[config.mk]
export PLATFORM = sky130hd
export DESIGN_NAME = secuenciador_notas
export DESIGN_NICKNAME = d
export VERILOG_FILES = /design/src/rtl/secuenciador_notas.sv
export SDC_FILE = /design/constraint.sdc
export NUM_CORES = 1
export LEC_CHECK = 0
export CAP_MARGIN = 10
export CORE_AREA = 4 4 117 119
export CTS_CLUSTER_SIZE = 20
export DETAILED_ROUTE_END_ITERATION = 7
export DIE_AREA = 0 0 121 123
export SKIP_CTS_REPAIR_TIMING = 1
export SLEW_MARGIN = 15
export SYNTH_ARGS = -nofsm -noshare
export SYNTH_HDL_FRONTEND = slang
export SYNTH_SLANG_ARGS = --single-unit
[constraint.sdc]
create_clock -name clk -period 2.5 [get_ports clk]
set_input_delay 0.25 -clock clk [delete_from_list [all_inputs] [get_ports clk]]
set_output_delay 0.25 -clock clk [all_outputs]
set_load 0.02 [all_outputs]
[src/rtl/secuenciador_notas.sv]
// Music-box playback sequencer: walks the note ROM address, holds each note for a
// fixed tone time plus a short silence, and drives the square-wave buzzer.
module secuenciador_notas #(
  parameter int unsigned N_NOTAS         = 25,
  parameter int unsigned CICLOS_NOTA     = 3000000,
  parameter int unsigned CICLOS_SILENCIO = 600000
) (
  input  logic        clk,
  input  logic        reset,
  input  logic        play,
  input  logic        stop,
  input  logic        loop,
  input  logic [15:0] ciclos_de_nota,
  output logic [4:0]  direccion_nota,
  output logic        buzzer,
  output logic        reproduciendo,
  output logic        fin
);

  localparam int unsigned CICLOS_MAX = (CICLOS_NOTA > CICLOS_SILENCIO) ? CICLOS_NOTA : CICLOS_SILENCIO;
  localparam int unsigned DW         = (CICLOS_MAX > 1) ? $clog2(CICLOS_MAX) : 1;
  localparam logic [DW-1:0] FIN_TONO     = DW'(CICLOS_NOTA - 1);
  localparam logic [DW-1:0] FIN_SILENCIO = DW'(CICLOS_SILENCIO - 1);
  localparam logic [4:0]    ULTIMA_NOTA  = 5'(N_NOTAS - 1);

  typedef enum logic [1:0] {
    IDLE     = 2'd0,
    TONO     = 2'd1,
    SILENCIO = 2'd2
  } estado_t;

  estado_t        estado;
  logic [DW-1:0]  duracion;
  logic [15:0]    h;
  logic [15:0]    h_fin_c;

  // Last half-period count; only meaningful when ciclos_de_nota is non-zero.
  assign h_fin_c = ciclos_de_nota - 16'd1;

  always_ff @(posedge clk or posedge reset) begin
    if (reset) begin
      estado         <= IDLE;
      direccion_nota <= 5'd0;
      buzzer         <= 1'b0;
      reproduciendo  <= 1'b0;
      fin            <= 1'b0;
      duracion       <= '0;
      h              <= 16'd0;
    end else begin
      fin <= 1'b0;
      case (estado)
        IDLE: begin
          if (play && !stop) begin
            estado         <= TONO;
            reproduciendo  <= 1'b1;
            direccion_nota <= 5'd0;
            duracion       <= '0;
            h              <= 16'd0;
            buzzer         <= 1'b0;
          end
        end

        TONO: begin
          if (stop) begin
            estado         <= IDLE;
            reproduciendo  <= 1'b0;
            direccion_nota <= 5'd0;
            duracion       <= '0;
            h              <= 16'd0;
            buzzer         <= 1'b0;
          end else if (duracion == FIN_TONO) begin
            // Tone time over: the buzzer is silenced regardless of its phase.
            estado   <= SILENCIO;
            duracion <= '0;
            h        <= 16'd0;
            buzzer   <= 1'b0;
          end else begin
            duracion <= duracion + DW'(1);
            if (ciclos_de_nota == 16'd0) begin
              h      <= 16'd0;
              buzzer <= 1'b0;
            end else if (h == h_fin_c) begin
              h      <= 16'd0;
              buzzer <= ~buzzer;
            end else begin
              h <= h + 16'd1;
            end
          end
        end

        SILENCIO: begin
          buzzer <= 1'b0;
          h      <= 16'd0;
          if (stop) begin
            estado         <= IDLE;
            reproduciendo  <= 1'b0;
            direccion_nota <= 5'd0;
            duracion       <= '0;
          end else if (duracion == FIN_SILENCIO) begin
            duracion <= '0;
            if (direccion_nota == ULTIMA_NOTA) begin
              // End of song: pulse fin and either wrap straight into note 0 or stop.
              fin            <= 1'b1;
              direccion_nota <= 5'd0;
              if (loop) begin
                estado <= TONO;
              end else begin
                estado        <= IDLE;
                reproduciendo <= 1'b0;
              end
            end else begin
              direccion_nota <= direccion_nota + 5'd1;
              estado         <= TONO;
            end
          end else begin
            duracion <= duracion + DW'(1);
          end
        end

        default: begin
          estado         <= IDLE;
          reproduciendo  <= 1'b0;
          direccion_nota <= 5'd0;
          duracion       <= '0;
          h              <= 16'd0;
          buzzer         <= 1'b0;
        end
      endcase
    end
  end

endmodule
==> impl_metrics.yaml <==
routing:
  via_per_inst: 4.73
  dr.pass1.iters: 4
  drtIter0Drc: 169
  vias: 2888
  drc: 0
  totalWireLength_mm: 8.08
  ant_nets: 0
  post_drt_wl_per_cell_um: 13.2
synthesis:
  synth_ff_type: "dfrtp_1"
  synth_seq_cells: 48
  yosys_warnings: 0
  synth_area_um2: 3130
  synth_top_area_cell: "dfrtp_1"
  syn_area_per_cell_um2: 8.68
  synth.distinct_cells: 55
  synthTopCellsByArea: "dfrtp_1 38%, xor2_1 5.6%, nand2_1 4.9%, xnor2_1 4.8%, nor2_1 4.7%"
  synth_nets: 391
  synth_edf_count: 0
  yosysTopAreaCellShare_pct: 38.3
  ys_seq_area_share_pct: 38.3
  synthCells: 361
  async_flop_share_pct: 100
layout:
  area.sequential_um2: 1200
  multi_input_area_um2: 1910
  syn_to_final_growth_pct: 34.0
  nNetsFinal: 467
  diodes: 0
  drive_gt1_share_pct: 19.9
  final_core_utilization_pct: 33.4
  nFillCells: 1287
sta:
  drv_slew: 0
  setup_viol: 0
  finalHoldViolCount: 0
  slew_headroom_pct: 58.9
  setup_tns_ps: 0
  finClkSkew_ps: 6.61
  layout_min_cycle_time_ps: 2340
  max_freq_ghz: 0.428
  fin_crit_sh_pct: 93.5
  worst_slew_pin_slew_ps: 616
cts:
  cts_tree: "built"
  htreeDepth: 2
  cts_buffers: 5
  clkSlewWorstSetupHoldPaths_ps: 60
  cts-root-buf: "clkbuf_16"
  clock_sinks: 48
  clockBufferDepth: 2
  clock_latency_ps: 290
worst_setup_path:
  critPathMaxStageDelay_ps: 500
  r2r_start: "duracion[0]$_DFFE_PP0N_"
  r2r-end: "duracion[20]$_DFFE_PP0N_"
  r2r_cells: 9
  worstPathArrival_ps: 2520
  critPathLaunchType: "primary input"
  crit_path_end_kind: "flip-flop"
  cpMaxStageDelayCell: "or4b_4"
  required_ps: 2680
  cp_top_family: "simple AND/OR/NAND/NOR gates"
  rrSetupSlack_ps: 160
  crit_type: "in2reg"
  crit_fanout: 7
  worst-path-buf-inv: 2
  path_cells: "dlymetal6s2s_1 -> inv_1 -> ha_2 -> or4b_4 -> or4b_4 -> a21oi_2 -> o32a_1 -> and4_4 -> a21o_4 -> and2_4 -> o21ai_1"
  crit_top_cell: "or4b_4"
floorplanning:
  io_pins: 29
  die_w_um: 121
  design.core.area_um2: 12600
  rows: 41
  dieArea_um2: 14900
  start_util_pct: 24.9
  chipHeight_um: 123
global_route:
  grt.total_usage_pct: 11.1
  grt_pass1_vias: 2920
  grt-ovfl-total: 0
  grt_max_degree: 49
  grt_pass1_wl_mm: 13.6
  antenna_found_initial: 0
placement:
  gp_congestion: 0.820
  dp_hpwl_mm: 6.11
  io_buffer_count: 28
power_and_ir_drop:
  irDropWorstVdd_v: 0.000235
  power_per_cell_area_nw_per_um2: 585
  leakage_nw: 1.78
min_path:
  min_path_type: "in2async"
outcome:
  run_status: "finished clean"
run:
  maxCapViolCount: 0
[cells by family after synthesis]
group                      Yosys count  share of synthesized area, %
and+or+nand+nor                    178                          30.9
xor gates and xnor gates            37                          10.3
buffers and inverters               23                          3.23
AOI/OAI and AO/OA                   63                          12.6
adders and majority gates            9                          3.59
muxes                                3                          1.04
DFF                                 48                          38.3
[flip-flops by register name (all words and copies together) (netlist names)]
register        flops
direccion_nota      5
duracion           22
h                  16
fin                 1
buzzer              1
reproduciendo       1
estado              2
[routing by layer]
metal	share of wire [%]	up-vias	GRT usage [%]	wire length (um)
met5	0	-	0	0
met4	2.7	0	4.32	214
met3	3.8	17	2.29	310
met2	51	40	20.2	4120
met1	42	1405	12.9	3430
li1	-	1426	-	-
[cell usage in the layout (no fill, tap or decap), types with 2 or more instances in the layout]
cell	count
nand4b_1	4
dlymetal6s2s_1	5
dfrtp_1	48
o41ai_1	2
buf_4	51
nor4_2	2
or4b_4	2
and4_1	2
nor4_1	3
nor2b_1	3
o31ai_1	5
nand4_1	8
nor3_1	14
and2_4	2
mux2_2	2
clkbuf_16	5
a21boi_0	2
nand3_1	19
clkdlybuf4s50_1	23
xnor2_1	17
a21o_1	3
o21ai_1	5
ha_1	8
xor2_1	20
inv_1	11
nand3b_1	4
or2_2	2
and3_1	10
nor2_1	39
o31ai_2	2
nand2_1	40
a21oi_1	7
nand2b_1	9
o21ai_0	25
[per-stage QoR]
stage / instances / setup WS [ps] / hold slack, ps / total power [mW] / area (um2)
final: 610 / 163 / 439 / 2.46 / 4200
after global routing: 610 / -13.0 / 544 / 2.63 / 4200
after CTS: 609 / -218 / 482 / 2.45 / 4110
after detailed placement: 601 / -503 / 504 / 1.75 / 3960
after global placement: 601 / -463 / 505 / 1.73 / 3960
after floorplan: 361 / 2.16 / 321 / 1.44 / 3140
[cell usage after synthesis (all sizes together) (2+ instances only)]
master  number
nand2       41
xnor2       17
nor3        15
buf          2
a31oi        2
nand4b       4
o31ai        7
nor4         5
and2         2
inv         12
nor2        39
and4         3
nand2b       9
dfrtp       48
a21o         4
o21ai       31
nor4b        2
nand4        8
ha           9
xor2        20
clkbuf       9
mux2         2
and3        10
or4b         3
or4bb        2
nor2b        3
a21boi       2
nand3b       4
a21oi        8
or2          2
nand3       19
o41ai        2
[power by group]
part	leakage (nW)	switching, mW	internal [mW]
sequential	0.665	0.0597	0.825
combinational	1.05	0.495	0.390
clock	0.0701	0.288	0.399
total	1.78	0.843	1.61
[worst min-delay path, stage by stage]
cell and delay, ps:
clkdlybuf4s50_1 410, inv_2 50, buf_4 490
[how the worst max path moves through the flow]
stage,endpoint,cells past startpoint,startpoint,slack (ps)
6_report,buzzer$_DFFE_PP0P_,11,ciclos_de_nota[1],160
5_1_grt,duracion[20]$_DFFE_PP0N_,9,duracion[0]$_DFFE_PP0N_,-10
4_1_cts,buzzer$_DFFE_PP0P_,11,ciclos_de_nota[1],-220
3_5_place_dp,buzzer$_DFFE_PP0P_,11,ciclos_de_nota[1],-500
3_3_place_gp,buzzer$_DFFE_PP0P_,11,ciclos_de_nota[1],-460
2_1_floorplan,h[4]$_DFFE_PP0N_,11,ciclos_de_nota[1],2
[cell type report]
cell class	count	share of cell area [%]
sequential	48	28.6
inverter	12	1.07
timing repair buffer	79	16.1
multi-input combinational	291	45.5
tap	172	5.13
clock buffer	7	3.40
clock inverter	1	0.179
Power figures use the tool's default switching activity.
==> edit (same settings) <==
The 3 values of `estado_t` get a one-hot encoding in 3 bits.
--- a/src/rtl/secuenciador_notas.sv
+++ b/src/rtl/secuenciador_notas.sv
@@ -23,10 +23,10 @@
   localparam logic [DW-1:0] FIN_SILENCIO = DW'(CICLOS_SILENCIO - 1);
   localparam logic [4:0]    ULTIMA_NOTA  = 5'(N_NOTAS - 1);
 
-  typedef enum logic [1:0] {
-    IDLE     = 2'd0,
-    TONO     = 2'd1,
-    SILENCIO = 2'd2
+  typedef enum logic [2:0] {
+    IDLE     = 3'b001,
+    TONO     = 3'b010,
+    SILENCIO = 3'b100
   } estado_t;
 
   estado_t        estado;
Formal check against the unedited RTL: same outputs for any inputs over 10 cycles, from zero or initial values and one cycle with reset high; not proved beyond that.
==> edit against the unedited design <==
  * The flow now finishes with violations (setup timing)
  * Clock skew about the same
  * Critical path depth did not move
  * Clock power decreased by 5.2%
  * Routed wire length is 5.1% higher
  * Cell area grew 5.4%
  * First-iteration DRC count is 15% lower
  * Critical endpoint is now h[7]
  * Highest routed layer unchanged
  * Register-to-register slack worse by 0.11 ns
  * Total power decreased by 9.9%
  * Largest cell class unchanged
  * Core utilization is 1.8 points higher
  * Sequential cell count is 1 higher
  * Setup slack worse by 0.20 ns
  * Die area stayed put
  * Area after synthesis grew 7.5%
  * Count of clock-buffer cells in the layout decreased by 1
==> edit: results (changes against the unedited design) <==
Final #Nets - 479 (+2.6%)
GR Util met2 - 20.5% (+0.31 points)
skew final - 0.00643 ns (-0.000180 ns)
CP Data Arrival Time - 2.76 ns (+0.24 ns)
failing checks - setup timing
synth cell count leaders - nor2_1, dfrtp_1, nand2_1, nand3_1, xor2_1
status - finished with violations
met1 Resource Use GR - 14.8% (+1.9 points)
leakage - 1.96 nW (+10%)
Distinct cells, synth - 65 (+18%)
largest net degree at the start of global routing - 20 (-59%)
post-route setup TNS - -0.173 ns (-0.173 ns)
Avg Cell Area, Syn - 8.96 µm² (+3.2%)
layout cells sized above 1 - 22.0% (+2.2 points)
count of final setup violators - 9 (+9)
dpl hpwl - 6.38 mm (+4.5%)
number of global-route vias before repair - 3069 (+5.1%)
RR Startpoint - h[3]
Final WS setup - -0.0379 ns (-0.201 ns)
synth top area cells - dfrtp_1, nor2_1, xor2_1, nand3_1, xnor2_1
relative slew slack - 54.3% (-4.6 points)
dpl cell area - 4150 µm² (+4.9%)
CP Launch Point - ciclos_de_nota[8]
met3 wire length - 308 µm (-0.65%)
RePlAce Congestion - 0.855 (+4.3%)
CTS Buffer Depth - 2 (unchanged)
Crit path largest cell delay - 0.57 ns (+0.07 ns)
metal2 WL - 4.22 mm (+2.5%)
R2R setup slack - 0.05 ns (-0.11 ns)
WL met1 - 3.86 mm (+13%)
pre-CTS setup slack - -0.606 ns (-0.103 ns)
Via density - 4.94 (+4.3%)
first-pass GRT wire length - 14.5 mm (+6.7%)
worst reg2reg path depth - 9 (unchanged)
final WL - 8.49 mm (+5.1%)
hold crit path type - input port to asynchronous set/reset pin
Placed Instances - 611 (+1.7%)
Setup crit end - h[7]
==> edit: layout make-up <==
class | instances | area [µm²]
Clock buffer | 6 | 129
Clock inverter | 2 | 10.0
Tap cell | 172 | 215
Sequential cell | 49 | 1230
Timing Repair Buffer | 85 | 751
Multi-Input combinational cell | 302 | 2050
Fill cell | 1285 | 8140
Inverter | 10 | 37.5
==> edit: logic make-up after synthesis <==
logic type	Yosys count	share of synthesized area, %
AO/OA/AOI/OAI	59	13.2
XOR/XNOR	34	9.06
adder cells (fa/ha/maj)	5	1.86
buffers and inverters	25	4.12
flip-flops	49	36.4
multiplexers	5	1.56
AND/OR/NAND/NOR	199	33.8
==> edit: critical path: cells and delay by family <==
| family | cells | cell delay (ns) |
|---|---|---|
| AND/OR/NAND/NOR | 4 | 1.40 |
| AO/OA/AOI/OAI | 3 | 0.53 |
| buffers and inverters | 4 | 0.59 |
==> edit: report_power, final <==
group | internal, W | switching (W)
combinational | 0.000282 | 0.000394
sequential | 0.000844 | 0.0000434
clock | 0.000368 | 0.000282
